File: src/rtl/uart_rx_wb_pkg.sv
// Shared constants for the Wishbone UART receiver:
// register map, STATUS layout, FSM encoding and divisor floor.
package uart_rx_wb_pkg;

    localparam logic [3:0] OFS_RXDATA  = 4'h0;
    localparam logic [3:0] OFS_STATUS  = 4'h4;
    localparam logic [3:0] OFS_DIVISOR = 4'h8;
    localparam logic [3:0] OFS_IRQ_EN  = 4'hC;

    localparam int ST_NOT_EMPTY = 0;
    localparam int ST_FULL      = 1;
    localparam int ST_OVERRUN   = 2;
    localparam int ST_FRAME_ERR = 3;
    localparam int ST_COUNT     = 8;

    typedef logic [1:0] rx_state_t;

    localparam rx_state_t S_IDLE  = 2'd0;
    localparam rx_state_t S_START = 2'd1;
    localparam rx_state_t S_DATA  = 2'd2;
    localparam rx_state_t S_STOP  = 2'd3;

    localparam logic [15:0] MIN_DIV = 16'd4;

    function automatic logic [15:0] clamp_div(
        input logic [15:0] d
    );
        return (d < MIN_DIV) ? MIN_DIV : d;
    endfunction

endpackage

File: src/rtl/uart_rx_wb_sync_fifo.sv
// Synchronous FIFO with combinational head output.
// Push while full and pop while empty are ignored.
module sync_fifo #(
    parameter int DEPTH = 8,
    parameter int WIDTH = 8
) (
    input  logic                     clk,
    input  logic                     rst,
    input  logic                     push,
    input  logic                     pop,
    input  logic [WIDTH-1:0]         din,
    output logic [WIDTH-1:0]         dout,
    output logic                     full,
    output logic                     empty,
    output logic [$clog2(DEPTH):0]   count
);

    localparam int AW = $clog2(DEPTH);

    logic [WIDTH-1:0] mem [DEPTH];
    logic [AW-1:0]    wr_ptr;
    logic [AW-1:0]    rd_ptr;
    logic             do_push;
    logic             do_pop;

    assign full    = (count == (AW+1)'(DEPTH));
    assign empty   = (count == '0);
    assign do_push = push & ~full;
    assign do_pop  = pop & ~empty;
    assign dout    = mem[rd_ptr];

    always_ff @(posedge clk) begin
        if (do_push) begin
            mem[wr_ptr] <= din;
        end
    end

    always_ff @(posedge clk) begin
        if (rst) begin
            wr_ptr <= '0;
            rd_ptr <= '0;
            count  <= '0;
        end else begin
            if (do_push) begin
                wr_ptr <= wr_ptr + 1'b1;
            end
            if (do_pop) begin
                rd_ptr <= rd_ptr + 1'b1;
            end
            unique case ({do_push, do_pop})
                2'b10:   count <= count + 1'b1;
                2'b01:   count <= count - 1'b1;
                default: count <= count;
            endcase
        end
    end

endmodule

File: src/rtl/uart_rx_wb.sv
// 8N1 UART receiver with RX FIFO, exposed as a
// Wishbone responder with a level interrupt.
module uart_rx_wb
    import uart_rx_wb_pkg::*;
#(
    parameter logic [15:0] CLKS_PER_BIT = 16'd434,
    parameter int          FIFO_DEPTH   = 8
) (
    input  logic        wb_clk,
    input  logic        wb_rst,
    input  logic [31:0] wb_adr,
    input  logic [31:0] wb_data_w,
    output logic [31:0] wb_data_r,
    input  logic        wb_we,
    input  logic [3:0]  wb_sel,
    input  logic        wb_cyc,
    input  logic        wb_stb,
    output logic        wb_ack,
    output logic        irq,
    input  logic        uart_rx
);

    localparam int CW = $clog2(FIFO_DEPTH) + 1;

    logic            rx_s1;
    logic            rx_s2;
    logic            rx_prev;
    logic            rx_fall;

    rx_state_t       state;
    logic [15:0]     clk_cnt;
    logic [2:0]      bit_cnt;
    logic [7:0]      shreg;
    logic            cnt_zero;
    logic            stop_hit;

    logic [15:0]     divisor;
    logic            irq_en;
    logic            overrun;
    logic            frame_err;

    logic            fifo_push;
    logic            fifo_pop;
    logic [7:0]      fifo_dout;
    logic            fifo_full;
    logic            fifo_empty;
    logic [CW-1:0]   fifo_count;

    logic            req;
    logic            wr;
    logic            rd;
    logic            sel_rx;
    logic            sel_st;
    logic            sel_div;
    logic            sel_ien;
    logic [31:0]     status_word;
    logic [31:0]     rd_word;
    logic            unused_bits;

    assign unused_bits = ^{wb_sel, wb_adr[31:4],
                           wb_adr[1:0], wb_data_w[31:16]};

    always_ff @(posedge wb_clk) begin
        if (wb_rst) begin
            rx_s1   <= 1'b1;
            rx_s2   <= 1'b1;
            rx_prev <= 1'b1;
        end else begin
            rx_s1   <= uart_rx;
            rx_s2   <= rx_s1;
            rx_prev <= rx_s2;
        end
    end

    // Edge-only start detect: a held break needs a rise first.
    assign rx_fall  = rx_prev & ~rx_s2;
    assign cnt_zero = (clk_cnt == 16'd0);
    assign stop_hit = (state == S_STOP) & cnt_zero;

    always_ff @(posedge wb_clk) begin
        if (wb_rst) begin
            state   <= S_IDLE;
            clk_cnt <= '0;
            bit_cnt <= '0;
            shreg   <= '0;
        end else begin
            case (state)
                S_IDLE: begin
                    if (rx_fall) begin
                        state   <= S_START;
                        clk_cnt <= (divisor >> 1) - 16'd1;
                    end
                end
                S_START: begin
                    if (!cnt_zero) begin
                        clk_cnt <= clk_cnt - 16'd1;
                    end else if (!rx_s2) begin
                        state   <= S_DATA;
                        clk_cnt <= divisor - 16'd1;
                        bit_cnt <= '0;
                    end else begin
                        state <= S_IDLE;
                    end
                end
                S_DATA: begin
                    if (!cnt_zero) begin
                        clk_cnt <= clk_cnt - 16'd1;
                    end else begin
                        shreg   <= {rx_s2, shreg[7:1]};
                        clk_cnt <= divisor - 16'd1;
                        bit_cnt <= bit_cnt + 3'd1;
                        if (bit_cnt == 3'd7) begin
                            state <= S_STOP;
                        end
                    end
                end
                S_STOP: begin
                    if (!cnt_zero) begin
                        clk_cnt <= clk_cnt - 16'd1;
                    end else begin
                        state <= S_IDLE;
                    end
                end
                default: state <= S_IDLE;
            endcase
        end
    end

    assign fifo_push = stop_hit & rx_s2 & ~fifo_full;

    sync_fifo #(
        .DEPTH (FIFO_DEPTH),
        .WIDTH (8)
    ) u_fifo (
        .clk   (wb_clk),
        .rst   (wb_rst),
        .push  (fifo_push),
        .pop   (fifo_pop),
        .din   (shreg),
        .dout  (fifo_dout),
        .full  (fifo_full),
        .empty (fifo_empty),
        .count (fifo_count)
    );

    assign req     = wb_cyc & wb_stb & ~wb_ack;
    assign wr      = req & wb_we;
    assign rd      = req & ~wb_we;
    assign sel_rx  = (wb_adr[3:2] == OFS_RXDATA[3:2]);
    assign sel_st  = (wb_adr[3:2] == OFS_STATUS[3:2]);
    assign sel_div = (wb_adr[3:2] == OFS_DIVISOR[3:2]);
    assign sel_ien = (wb_adr[3:2] == OFS_IRQ_EN[3:2]);

    assign fifo_pop = rd & sel_rx;
    assign irq      = irq_en & ~fifo_empty;

    always_comb begin
        status_word = '0;
        status_word[ST_NOT_EMPTY] = ~fifo_empty;
        status_word[ST_FULL]      = fifo_full;
        status_word[ST_OVERRUN]   = overrun;
        status_word[ST_FRAME_ERR] = frame_err;
        status_word[ST_COUNT +: 8] = 8'(fifo_count);
    end

    always_comb begin
        rd_word = '0;
        unique case (1'b1)
            sel_rx: begin
                if (!fifo_empty) begin
                    rd_word = {23'd0, 1'b1, fifo_dout};
                end
            end
            sel_st:  rd_word = status_word;
            sel_div: rd_word = {16'd0, divisor};
            sel_ien: rd_word = {31'd0, irq_en};
            default: rd_word = '0;
        endcase
    end

    always_ff @(posedge wb_clk) begin
        if (wb_rst) begin
            wb_ack    <= 1'b0;
            wb_data_r <= '0;
            divisor   <= CLKS_PER_BIT;
            irq_en    <= 1'b0;
            overrun   <= 1'b0;
            frame_err <= 1'b0;
        end else begin
            wb_ack <= req;
            if (req) begin
                wb_data_r <= rd_word;
            end
            if (wr && sel_div) begin
                divisor <= clamp_div(wb_data_w[15:0]);
            end
            if (wr && sel_ien) begin
                irq_en <= wb_data_w[0];
            end
            // A new error wins over a same-cycle clear so it is not lost.
            if (stop_hit && rx_s2 && fifo_full) begin
                overrun <= 1'b1;
            end else if (wr && sel_st && wb_data_w[ST_OVERRUN]) begin
                overrun <= 1'b0;
            end
            if (stop_hit && !rx_s2) begin
                frame_err <= 1'b1;
            end else if (wr && sel_st && wb_data_w[ST_FRAME_ERR]) begin
                frame_err <= 1'b0;
            end
        end
    end

endmodule

File: config.mk
export PLATFORM = sky130hd
export DESIGN_NAME = uart_rx_wb
export DESIGN_NICKNAME = d
export VERILOG_FILES = /design/src/rtl/uart_rx_wb_pkg.sv /design/src/rtl/uart_rx_wb_sync_fifo.sv /design/src/rtl/uart_rx_wb.sv
export SDC_FILE = /design/constraint.sdc
export NUM_CORES = 1
export LEC_CHECK = 0
export BUFFER_PORTS_ARGS = -buffer_cell sky130_fd_sc_hd__buf_2
export CAP_MARGIN = 20
export CORE_MARGIN = 1.5
export CORE_UTILIZATION = 50
export CTS_CLUSTER_SIZE = 24
export DETAILED_ROUTE_END_ITERATION = 8
export PLACE_DENSITY = 0.8
export SYNTH_ARGS = -nofsm -noshare
export SYNTH_HDL_FRONTEND = slang
export SYNTH_HIERARCHICAL = 1
export SYNTH_SLANG_ARGS = --single-unit
File: constraint.sdc
create_clock -name wb_clk -period 5.8 [get_ports wb_clk]
set_input_delay 1.16 -clock wb_clk [delete_from_list [all_inputs] [get_ports wb_clk]]
set_output_delay 1.16 -clock wb_clk [all_outputs]
set_load 0.03 [all_outputs]
==> results_dict.tcl <==
set metrics [dict create \
    outcome "finished clean" \
    grtUsageMet1_pct 27.9 \
    critPathMaxFanout 10 \
    num-fill-cells 1236 \
    start_util_pct 50.8 \
    max_stage_delay_ns 0.56 \
    die_x_um 124 \
    cellLeakagePower_nw 2.95 \
    synthCells 692 \
    io_pins 108 \
    antenna_found_initial 0 \
    grt_pass1_vias 5159 \
    yosysTopAreaCell "edfxtp_1" \
    syn_area_um2 7360 \
    final-hold-violation-count 0 \
    ys.flop_type "dfxtp_1" \
    synth-seq-cells 145 \
    cts-hold-fix-buffers 0 \
    fmax_ghz 0.249 \
    finalPower_mw 2.80 \
    routed-via-count 5388 \
    synth.top_cell.area_share_pct 26.1 \
    grt.overflow.total 0 \
    synth_area_leaders "edfxtp_1 (26%), dfxtp_1 (22%), mux4_1 (5.4%), nor2_1 (3.5%), nand2_1 (3.3%)" \
    ant_nets 0 \
    path_cells "inv_1 -> ha_1 -> nor4b_4 -> and4_1 -> nand2_2 -> nor4_1 -> nand2_1 -> ha_1 -> or3_1 -> o32ai_1 -> mux2_2" \
    core-area_um2 14500 \
    grt_setup_unrepaired "no" \
    synth-edff-count 64 \
    cts_setup_buffers 0 \
    tns_ns 0 \
    vias_per_cell 5.94 \
    cts_sinks 145 \
    cts_buffers 17 \
    die_area_um2 15500 \
    crit_path_frequent_cell "ha_1" \
    vdd_drop_max_v 0.000271 \
    cts_max_level 4 \
    wl_mm 16.6 \
    cts_root_buffer "clkbuf_16" \
    dpl_cell_area_um2 7520 \
    netlist_top_cells_count "dfxtp_1 (81), nor2_1 (68), edfxtp_1 (64), nand2_1 (64), a21oi_1 (42)" \
    dr.pass1.iters 5 \
    maxCapViolations 0 \
    place_congestion 0.854 \
    slowest_stage "nor4_1" \
    grt_pass1_wl_mm 26.6 \
    synth_seq_area_share_pct 48.1 \
    synth.most_common_cell "dfxtp_1" \
    setup.worst_path.class "flip-flop to flip-flop" \
    power_density_nw_per_um2 347 \
    cp.required_ns 6.12 \
    grt_use_total_pct 22.1 \
    wl_per_cell_um 18.3 \
    slew_headroom_pct 32.4 \
    ys_types 69 \
    port-buffer-count 41 \
    slew_viol_final 0 \
    stdcell_area_um2 8070 \
    grt_max_degree 65 \
    drive_gt1_share_pct 15.4 \
    period_share_pct 69.2 \
    grt_busiest_layer "met2" \
    cts_buffer_depth 2 \
    setup_viol 0 \
    hp-class "flip-flop to flip-flop" \
    n_antenna_cell 0 \
    fp-row-count 44 \
    worstSkewPairLatency_ns 0.44 \
    clock_skew_ns 0.00621 \
    postSynth.asyncResetShare_pct 0 \
    cts_tree "done" \
    hpwl_mm 11.0 \
    syn_avg_cell_area_um2 10.6 \
    cts_resized 0 \
    cp-end-kind "flip-flop" \
    drc 0 \
    cp.arrival_ns 4.34 \
    yosysWarnings 6 \
    tightest_slew_ns 1.01 \
    die_h_um 124 \
    nNetsFinal 800 \
    grt_use_met3_pct 5.28 \
    period_needed_ns 4.01 \
    worst_setup_path_start_kind "flip-flop" \
    drt_iter0_markers 485 \
    grt_use_met2_pct 35.0 \
    syn_to_final_growth_pct 9.64 \
    clk_pin_slew_ns 0.06 \
]
## power by group
part	switching (mW)	internal [mW]
Clock	0.454	0.566
Combinational	0.404	0.225
Sequential	0.0552	1.10
## sequential cells by signal, indices dropped and copies added (netlist names), named ones only
signal         count
u_fifo/mem        64
clk_cnt           16
divisor           16
wb_data_r         16
shreg              8
u_fifo/count       4
bit_cnt            3
u_fifo/rd_ptr      3
u_fifo/wr_ptr      3
frame_err          1
irq_en             1
overrun            1
rx_prev            1
rx_s1              1
rx_s2              1
state              1
wb_ack             1
## stage by stage
stage,setup WS (ns),hold WS [ns],util (%),std cells
after floorplan,2.22,0.389,-,707
after global placement,1.97,0.396,52.0,875
after detailed placement,1.91,0.397,52.0,875
after CTS,1.88,0.413,55.7,907
after global routing,1.54,0.451,55.7,907
final,1.79,0.415,55.7,907
## layout by cell type, fill, tap and decap left out, types with 9 or more instances in the layout
cell type and n:
ha_1 16, xor2_1 21, buf_2 41, dfxtp_1 81
nand3_1 16, nor2_1 68, clkbuf_16 17, nor3_1 17
mux2i_1 14, o21ai_0 15, a21oi_1 42, inv_1 19
mux2_2 10, conb_1 16, nand2_1 64, xnor2_1 19
edfxtp_1 64, a211oi_1 9, mux4_1 15, nor4_1 11
nor2b_1 12
## critical path, delay by kind of cell, from the launching register on
| kind | cells | cell delay [ns] |
|---|---|---|
| adders and majority gates | 2 | 0.67 |
| and+or+nand+nor | 6 | 2.24 |
| buffers and inverters | 1 | 0.07 |
| DFF | 1 | 0.36 |
| muxes | 1 | 0.38 |
| AOI/OAI and AO/OA | 1 | 0.18 |
## layout make-up
cell class                      count  area, um^2  area share (%)
Inverter                           19        71.3           0.884
Multi-Input combinational cell    481        3440            42.6
Sequential cell                   145        3540            43.9
Timing Repair Buffer               46         243            3.01
Tap cell                          184         230            2.85
Clock buffer                       20         447            5.54
Clock inverter                     12        98.8            1.22
## worst paths after layout
path              cells past startpoint       start               to  slack [ns]
setup / recovery                     11  clk_cnt[0]  u_fifo/count[3]        1.79
setup reg to reg                     11  clk_cnt[0]  u_fifo/count[3]        1.79
hold reg to reg                       1       rx_s1            rx_s2        0.42
hold / removal                        1       rx_s1            rx_s2        0.42
## kinds of logic after synthesis
family	share of synthesized area, %
adders and majority gates	2.72
buffers and inverters	5.93
DFF	48.1
AOI/OAI and AO/OA	11.8
other	0.0510
and+or+nand+nor	17.5
muxes	9.10
xor gates and xnor gates	4.76
## layer usage
metal,part of all wire [%],up-vias
met5,0,-
met4,4.0,0
met3,4.8,50
met2,48,159
met1,43,2622
li1,-,2557
(Power assumes the default switching activity.)
